--- src/rtl/zube_pkg.sv ---
// Shared types and constants for the zube Z80 mailbox bus controller.
package zube_pkg;

    typedef enum logic [1:0] {
        IDLE  = 2'd0,
        READ  = 2'd1,
        HOLD  = 2'd2,
        WRITE = 2'd3
    } state_t;

    localparam logic REG_DATA   = 1'b0;
    localparam logic REG_STATUS = 1'b1;

    function automatic logic port_match(input logic [6:0] addr_hi, input logic [6:0] base_hi);
        return addr_hi == base_hi;
    endfunction

endpackage

--- src/rtl/zube_sync.sv ---
// N-stage single-bit synchroniser with a configurable reset value.
module zube_sync #(
    parameter int   N         = 2,
    parameter logic RESET_VAL = 1'b1
) (
    input  logic clk,
    input  logic reset_b,
    input  logic d,
    output logic q
);

    logic [N-1:0] chain_q;
    logic [N-1:0] chain_d;

    always_comb begin
        chain_d = {chain_q[N-2:0], d};
    end

    always_ff @(posedge clk or negedge reset_b) begin
        if (!reset_b) begin
            chain_q <= {N{RESET_VAL}};
        end else begin
            chain_q <= chain_d;
        end
    end

    assign q = chain_q[N-1];

endmodule

--- src/rtl/zube_z80_bus_ctrl.sv ---
// Z80 I/O cycle sequencer for the zube mailbox: synchronises the Z80 strobes,
// decodes IN/OUT to the port pair, owns the data-bus direction and issues strobes.
module zube_z80_bus_ctrl
    import zube_pkg::*;
#(
    parameter int SYNC_STAGES = 2,
    parameter int DRIVE_HOLD  = 2
) (
    input  logic       clk,
    input  logic       reset_b,
    input  logic       enable,
    input  logic [7:0] port_base,
    input  logic [7:0] z80_address_bus,
    input  logic [7:0] z80_data_bus_in,
    input  logic       z80_read_strobe_b,
    input  logic       z80_write_strobe_b,
    input  logic       z80_m1,
    input  logic       z80_ioreq_b,
    output logic [7:0] z80_data_bus_out,
    output logic       z80_bus_dir,
    input  logic [7:0] reg_data_rd,
    input  logic [7:0] reg_status_rd,
    output logic       rd_pulse,
    output logic       wr_pulse,
    output logic       reg_sel,
    output logic [7:0] wr_data,
    output logic       cycle_err
);

    localparam logic [2:0] HOLD_LAST = 3'(DRIVE_HOLD);

    logic rst_b_s;
    logic rd_s, wr_s, m1_s, ioreq_s;
    logic unused_base;

    assign unused_base = port_base[0];

    // Reset asserts asynchronously but releases on a clk edge.
    zube_sync #(.N(2), .RESET_VAL(1'b0)) u_rst_sync (
        .clk(clk), .reset_b(reset_b), .d(1'b1), .q(rst_b_s));

    zube_sync #(.N(SYNC_STAGES), .RESET_VAL(1'b1)) u_rd_sync (
        .clk(clk), .reset_b(rst_b_s), .d(z80_read_strobe_b), .q(rd_s));
    zube_sync #(.N(SYNC_STAGES), .RESET_VAL(1'b1)) u_wr_sync (
        .clk(clk), .reset_b(rst_b_s), .d(z80_write_strobe_b), .q(wr_s));
    zube_sync #(.N(SYNC_STAGES), .RESET_VAL(1'b1)) u_m1_sync (
        .clk(clk), .reset_b(rst_b_s), .d(z80_m1), .q(m1_s));
    zube_sync #(.N(SYNC_STAGES), .RESET_VAL(1'b1)) u_ioreq_sync (
        .clk(clk), .reset_b(rst_b_s), .d(z80_ioreq_b), .q(ioreq_s));

    state_t     state_q, state_d;
    logic       stall_q, stall_d;
    logic [2:0] cnt_q, cnt_d;
    logic [7:0] data_out_q, data_out_d;
    logic       bus_dir_q, bus_dir_d;
    logic       reg_sel_q, reg_sel_d;
    logic [7:0] wr_data_q, wr_data_d;
    logic       rd_pulse_q, rd_pulse_d;
    logic       wr_pulse_q, wr_pulse_d;
    logic       err_q, err_d;

    logic hit, rd_start, wr_start, both_low, hold_done;

    // INTA (M1_n and IORQ_n both low) is never treated as a mailbox access.
    assign hit       = enable & ~ioreq_s & m1_s &
                       port_match(z80_address_bus[7:1], port_base[7:1]);
    assign rd_start  = hit & ~rd_s & wr_s;
    assign wr_start  = hit & ~wr_s & rd_s;
    assign both_low  = hit & ~rd_s & ~wr_s;
    assign hold_done = (cnt_q == HOLD_LAST);

    always_ff @(posedge clk or negedge rst_b_s) begin
        if (!rst_b_s) begin
            state_q    <= IDLE;
            stall_q    <= 1'b0;
            cnt_q      <= 3'd0;
            data_out_q <= 8'h00;
            bus_dir_q  <= 1'b0;
            reg_sel_q  <= 1'b0;
            wr_data_q  <= 8'h00;
            rd_pulse_q <= 1'b0;
            wr_pulse_q <= 1'b0;
            err_q      <= 1'b0;
        end else begin
            state_q    <= state_d;
            stall_q    <= stall_d;
            cnt_q      <= cnt_d;
            data_out_q <= data_out_d;
            bus_dir_q  <= bus_dir_d;
            reg_sel_q  <= reg_sel_d;
            wr_data_q  <= wr_data_d;
            rd_pulse_q <= rd_pulse_d;
            wr_pulse_q <= wr_pulse_d;
            err_q      <= err_d;
        end
    end

    // After a both-strobes-low error, stall until both strobes are released.
    always_comb begin
        state_d = state_q;
        stall_d = stall_q;
        unique case (state_q)
            IDLE: begin
                if (stall_q) begin
                    stall_d = ~(rd_s & wr_s);
                end else if (both_low) begin
                    stall_d = 1'b1;
                end else if (rd_start) begin
                    state_d = READ;
                end else if (wr_start) begin
                    state_d = WRITE;
                end
            end
            READ: begin
                if (rd_s) begin
                    state_d = HOLD;
                end else if (ioreq_s) begin
                    state_d = IDLE;
                end
            end
            HOLD: begin
                if (hold_done) begin
                    state_d = IDLE;
                end
            end
            WRITE: begin
                if (wr_s) begin
                    state_d = IDLE;
                end
            end
            default: state_d = IDLE;
        endcase
    end

    always_comb begin
        cnt_d      = cnt_q;
        data_out_d = data_out_q;
        bus_dir_d  = bus_dir_q;
        reg_sel_d  = reg_sel_q;
        wr_data_d  = wr_data_q;
        rd_pulse_d = 1'b0;
        wr_pulse_d = 1'b0;
        err_d      = 1'b0;
        unique case (state_q)
            IDLE: begin
                if (!stall_q) begin
                    if (both_low) begin
                        err_d = 1'b1;
                    end else if (rd_start) begin
                        reg_sel_d  = z80_address_bus[0];
                        data_out_d = (z80_address_bus[0] == REG_DATA) ? reg_data_rd : reg_status_rd;
                        bus_dir_d  = 1'b1;
                    end else if (wr_start) begin
                        reg_sel_d  = z80_address_bus[0];
                        wr_data_d  = z80_data_bus_in;
                        wr_pulse_d = 1'b1;
                    end
                end
            end
            READ: begin
                if (rd_s) begin
                    rd_pulse_d = 1'b1;
                    cnt_d      = 3'd0;
                end else if (ioreq_s) begin
                    err_d     = 1'b1;
                    bus_dir_d = 1'b0;
                end
            end
            HOLD: begin
                if (hold_done) begin
                    bus_dir_d = 1'b0;
                end else begin
                    cnt_d = cnt_q + 3'd1;
                end
            end
            default: begin
            end
        endcase
    end

    assign z80_data_bus_out = data_out_q;
    assign z80_bus_dir      = bus_dir_q;
    assign reg_sel          = reg_sel_q;
    assign wr_data          = wr_data_q;
    assign rd_pulse         = rd_pulse_q;
    assign wr_pulse         = wr_pulse_q;
    assign cycle_err        = err_q;

endmodule

--- config.mk ---
export PLATFORM = sky130hd
export DESIGN_NAME = zube_z80_bus_ctrl
export DESIGN_NICKNAME = d
export VERILOG_FILES = /design/src/rtl/zube_pkg.sv /design/src/rtl/zube_sync.sv /design/src/rtl/zube_z80_bus_ctrl.sv
export SDC_FILE = /design/constraint.sdc
export NUM_CORES = 1
export LEC_CHECK = 0
export BUFFER_PORTS_ARGS = -buffer_cell sky130_fd_sc_hd__buf_2
export CAP_MARGIN = 20
export CORE_AREA = 2 2 64 66
export DETAILED_ROUTE_END_ITERATION = 8
export DIE_AREA = 0 0 66 68
export HOLD_SLACK_MARGIN = 0.1
export PLACE_DENSITY = 0.76
export SYNTH_ARGS = -nofsm -noshare
export SYNTH_HDL_FRONTEND = slang
export SYNTH_SLANG_ARGS = --single-unit
--- constraint.sdc ---
create_clock -name clk -period 1.2 [get_ports clk]
set_input_delay 0.06 -clock clk [delete_from_list [all_inputs] [get_ports clk]]
set_output_delay 0.06 -clock clk [all_outputs]
set_load 0.02 [all_outputs]
==> Flow_metrics.wiki <==
{| class="wikitable"
! Metric !! Value
|-
| Result of the run || finished, violations left
|-
| Violations in the final reports || setup timing
|-
| Leading cell types in the layout, fill and taps excluded || 66 x sky130_fd_sc_hd__buf_2, 31 x sky130_fd_sc_hd__buf_4, 29 x sky130_fd_sc_hd__dfrtp_1
|-
| Via total after detailed routing || approximately 1600
|-
| Via density per instance || a little over 5
|-
| Clock tree from TritonCTS || yes
|-
| Overall track demand over capacity in global routing || approximately 20%
|-
| Routed metal-1 wirelength || roughly 1900 um
|-
| Violation count after the first detailed-route iteration || 44
|-
| Initial cell density of the core || a little under half
|-
| Worst Skew || about 0.0094 ns
|-
| Kind of capture point of the worst setup path || register
|-
| Count of non-filler cells in the finished layout || 312
|-
| Seq/Total Area, Yosys || a little over half
|-
| Number of remaining DRC errors || 0
|-
| Hold Vio Cnt, Final || 0
|-
| Data arrival time of the worst path || slightly below 2 ns
|-
| Placed Cells incl. Taps || approximately 280
|-
| Utilization after layout || 76.6%
|-
| Number of standard-cell rows in the floorplan || 23
|-
| Met2 Wirelength || roughly 2700 um
|-
| RSZ-0062 raised after global routing || yes
|-
| Pin count of the biggest net entering global routing || 22
|-
| Static leakage power || 1.46 nW
|-
| Signed area change from the synthesized netlist to the final layout || 67.9%
|-
| Maximum frequency from static timing analysis || around 560 MHz
|-
| Synthesized area per cell || between 10 and 15 um2
|-
| Clock Tree Buf Depth || 2
|-
| Most common cell after layout, fill and taps aside || sky130_fd_sc_hd__buf_2
|-
| Boundary pin count || between 60 and 70
|-
| Final number of setup-violating endpoints || 27
|-
| Antenna violations before repair || 0
|-
| Path category of the worst min-delay check || in -> reg
|-
| Setup slack of the critical path after layout || -0.602 ns
|-
| Start-to-end type of the worst setup path || reg -> reg
|-
| Core Area || ~3900 um2
|-
| DP HPWL || slightly below 3000 um
|-
| I/O Buffers || 66
|-
| Count of distinct cell types in the synthesized netlist || 36
|-
| Mapped Nets || about 190
|-
| Die Width || 66 um
|-
| First-pass GRT wire length || roughly 7000 um
|-
| Overall routed net length || about 5000 um
|-
| Power density over cell area || roughly 1300 nW/um2
|-
| Final antenna diode count || 0
|-
| Final global-route overflow total || 0
|-
| CTS buffer count || 5
|-
| Uppermost routed layer || met4
|-
| Flip-flop and latch count after synthesis || 37
|-
| Shortest period the worst path allows || roughly 1.8 ns
|-
| Total iterations of the first detailed-routing run || 4
|-
| Die H || around 70 um
|-
| Wirelength per Cell || roughly 16 um
|-
| Synth warnings || 0
|-
| Proportion of layout cells with a drive suffix above 1 || 67.9%
|-
| Cell chosen for the clock root || sky130_fd_sc_hd__clkbuf_8
|-
| Source-to-sink clock delay at the later pin of the worst-skew pair || 0.29 ns
|-
| Peak supply drop || 0.842 mV
|-
| Layout net count || roughly 310
|-
| Cell area after synthesis || about 1800 um2
|-
| Weighted congestion at the end of routability-driven global placement || approximately 0.74
|-
| Synthesized instance count || ~140
|-
| Metal3 WL || roughly 200 um
|-
| Final max-slew violation count || 0
|-
| Kind of start point of the critical path || register
|-
| Clock transition at the registers of the reported paths || 0.08 ns
|-
| Ratio of final minimum period to clock period || 150%
|-
| Antenna viol nets, final || 0
|-
| Number of levels the H-tree was split into || 2
|-
| Die area || between 4000 and 5000 um2
|-
| Total number of clock tree sinks || 37
|-
| Required @ worst endpoint || ~1.4 ns
|-
| Worst-path fanout max || 8
|-
| Vias in the first global route || between 1500 and 2000
|-
| Maximum capacitance violations || 0
|}
-- cell usage after synthesis --
library cell               number  area [um2]
sky130_fd_sc_hd__mux2_2        26         293
sky130_fd_sc_hd__nand4b_1       2        17.5
sky130_fd_sc_hd__mux2i_1        1        10.0
sky130_fd_sc_hd__nor3_1         6        30.0
sky130_fd_sc_hd__a222oi_1       1        10.0
sky130_fd_sc_hd__or3_1          2        12.5
sky130_fd_sc_hd__nand2b_1       5        31.3
sky130_fd_sc_hd__buf_1          1        3.75
sky130_fd_sc_hd__conb_1         1        3.75
sky130_fd_sc_hd__o221ai_1       1        8.76
sky130_fd_sc_hd__nor2_1         2        7.51
sky130_fd_sc_hd__and2_1         2        12.5
sky130_fd_sc_hd__o22a_1         1        8.76
sky130_fd_sc_hd__inv_1          5        18.8
sky130_fd_sc_hd__nor2b_1        2        12.5
sky130_fd_sc_hd__nor4_1         1        6.26
sky130_fd_sc_hd__dfrtp_1       29         726
sky130_fd_sc_hd__nor3_4         2        32.5
sky130_fd_sc_hd__o21ai_0        3        15.0
sky130_fd_sc_hd__o211a_1        1        10.0
sky130_fd_sc_hd__or2_2          1        6.26
sky130_fd_sc_hd__nand2_1        6        22.5
sky130_fd_sc_hd__nor4b_1        1        8.76
sky130_fd_sc_hd__o211ai_1       1        7.51
sky130_fd_sc_hd__ha_1           6        75.1
sky130_fd_sc_hd__nand4_1        1        6.26
sky130_fd_sc_hd__a22oi_1        2        15.0
sky130_fd_sc_hd__a21oi_1        1        5.00
sky130_fd_sc_hd__a31oi_1        1        6.26
sky130_fd_sc_hd__a22o_1         3        26.3
sky130_fd_sc_hd__dfstp_2        8         210
sky130_fd_sc_hd__buf_6          1        11.3
sky130_fd_sc_hd__xnor2_1        7        61.3
sky130_fd_sc_hd__nand3_1        1        5.00
sky130_fd_sc_hd__clkbuf_1       3        11.3
sky130_fd_sc_hd__mux2_1         1        11.3
-- routing by layer --
| metal | GRT usage, % | vias to the layer above |
|---|---|---|
| met3 | 4.11 | 6 |
| li1 | - | 735 |
| met4 | 5.36 | 0 |
| met5 | 0 | - |
| met1 | 23.3 | 782 |
| met2 | 39.0 | 46 |
-- logic make-up (layout without fill, tap and decap cells) --
| logic type | Yosys count | count (layout) | share of synthesized area (%) |
|---|---|---|---|
| xor gates and xnor gates | 7 | 7 | 3.49 |
| AOI/OAI and AO/OA | 15 | 15 | 6.40 |
| and+or+nand+nor | 34 | 34 | 12.0 |
| muxes | 28 | 28 | 17.9 |
| buffers and inverters | 10 | 134 | 2.56 |
| other | 1 | 1 | 0.213 |
| adders and majority gates | 6 | 6 | 4.27 |
| DFF | 37 | 37 | 53.2 |
-- critical path, stage by stage (launching register included) --
cell                       delay, ns
sky130_fd_sc_hd__dfstp_2        0.52
sky130_fd_sc_hd__nand4b_1       0.11
sky130_fd_sc_hd__or3_4          0.41
sky130_fd_sc_hd__nor3_4         0.16
sky130_fd_sc_hd__buf_12         0.16
sky130_fd_sc_hd__mux2_4         0.31
-- registers in the layout, indices dropped and copies added, names as in the netlist, 2 cells and up --
signal	count
wr_data	8
z80_data_bus_out	8
cnt_q	3
state_q	2
u_ioreq_sync.chain_q	2
u_m1_sync.chain_q	2
u_rd_sync.chain_q	2
u_rst_sync.chain_q	2
u_wr_sync.chain_q	2
-- area by class of cell --
class                   count  area, um2
inverters                   5       18.8
well taps                  50       62.6
clock inverters             1       7.51
multi-input cells          91       1020
fillers                   239        902
repair buffers            121        833
clock buffers               7       76.3
flip-flops and latches     37        936
-- where the power goes --
| group | switching (mW) | internal, mW |
|---|---|---|
| logic | 0.729 | 0.945 |
| registers | 0.0720 | 1.36 |
| clock network | 0.436 | 0.411 |
-- what timing repair did --
item,in CTS,in global routing
resized for setup,29,15
setup buffers,6,4
endpoints found under the hold margin,14,0
pin swaps,13,4
endpoints found under the setup margin,27,27
hold buffers,14,0
-- metrics by stage --
stage               total power, mW  worst slack (ns)  cell area (um2)  TNS (ns)  hold WS, ns
detailed placement             2.75            -0.798             2470    -16.56       -0.151
global route                   4.18            -0.675             2950    -14.76        0.132
CTS                            3.87            -0.575             2860    -12.39        0.132
global placement               2.72            -0.762             2470    -15.77       -0.152
floorplan                      2.29            -0.722             1860    -14.01       -0.236
finish                         3.95            -0.602             2950    -13.07        0.134
-- final timing paths --
check                      slack, ns  cells past startpoint                             from                         endpoint
hold / removal                  0.13                      3                   reg_data_rd[4]  z80_data_bus_out[4]$_DFFE_PN0P_
max in group asynchronous       0.47                      3                          reset_b  u_rst_sync.chain_q[0]$_DFF_PN0_
setup reg to reg               -0.60                      5   u_m1_sync.chain_q[1]$_DFF_PN1_  z80_data_bus_out[0]$_DFFE_PN0P_
min in group asynchronous       0.16                      0  u_rst_sync.chain_q[1]$_DFF_PN0_  z80_data_bus_out[4]$_DFFE_PN0P_
hold reg to reg                 0.16                      0  u_rst_sync.chain_q[1]$_DFF_PN0_  z80_data_bus_out[4]$_DFFE_PN0P_
setup / recovery               -0.60                      5   u_m1_sync.chain_q[1]$_DFF_PN1_  z80_data_bus_out[0]$_DFFE_PN0P_
Power figures use the tool's default switching activity.
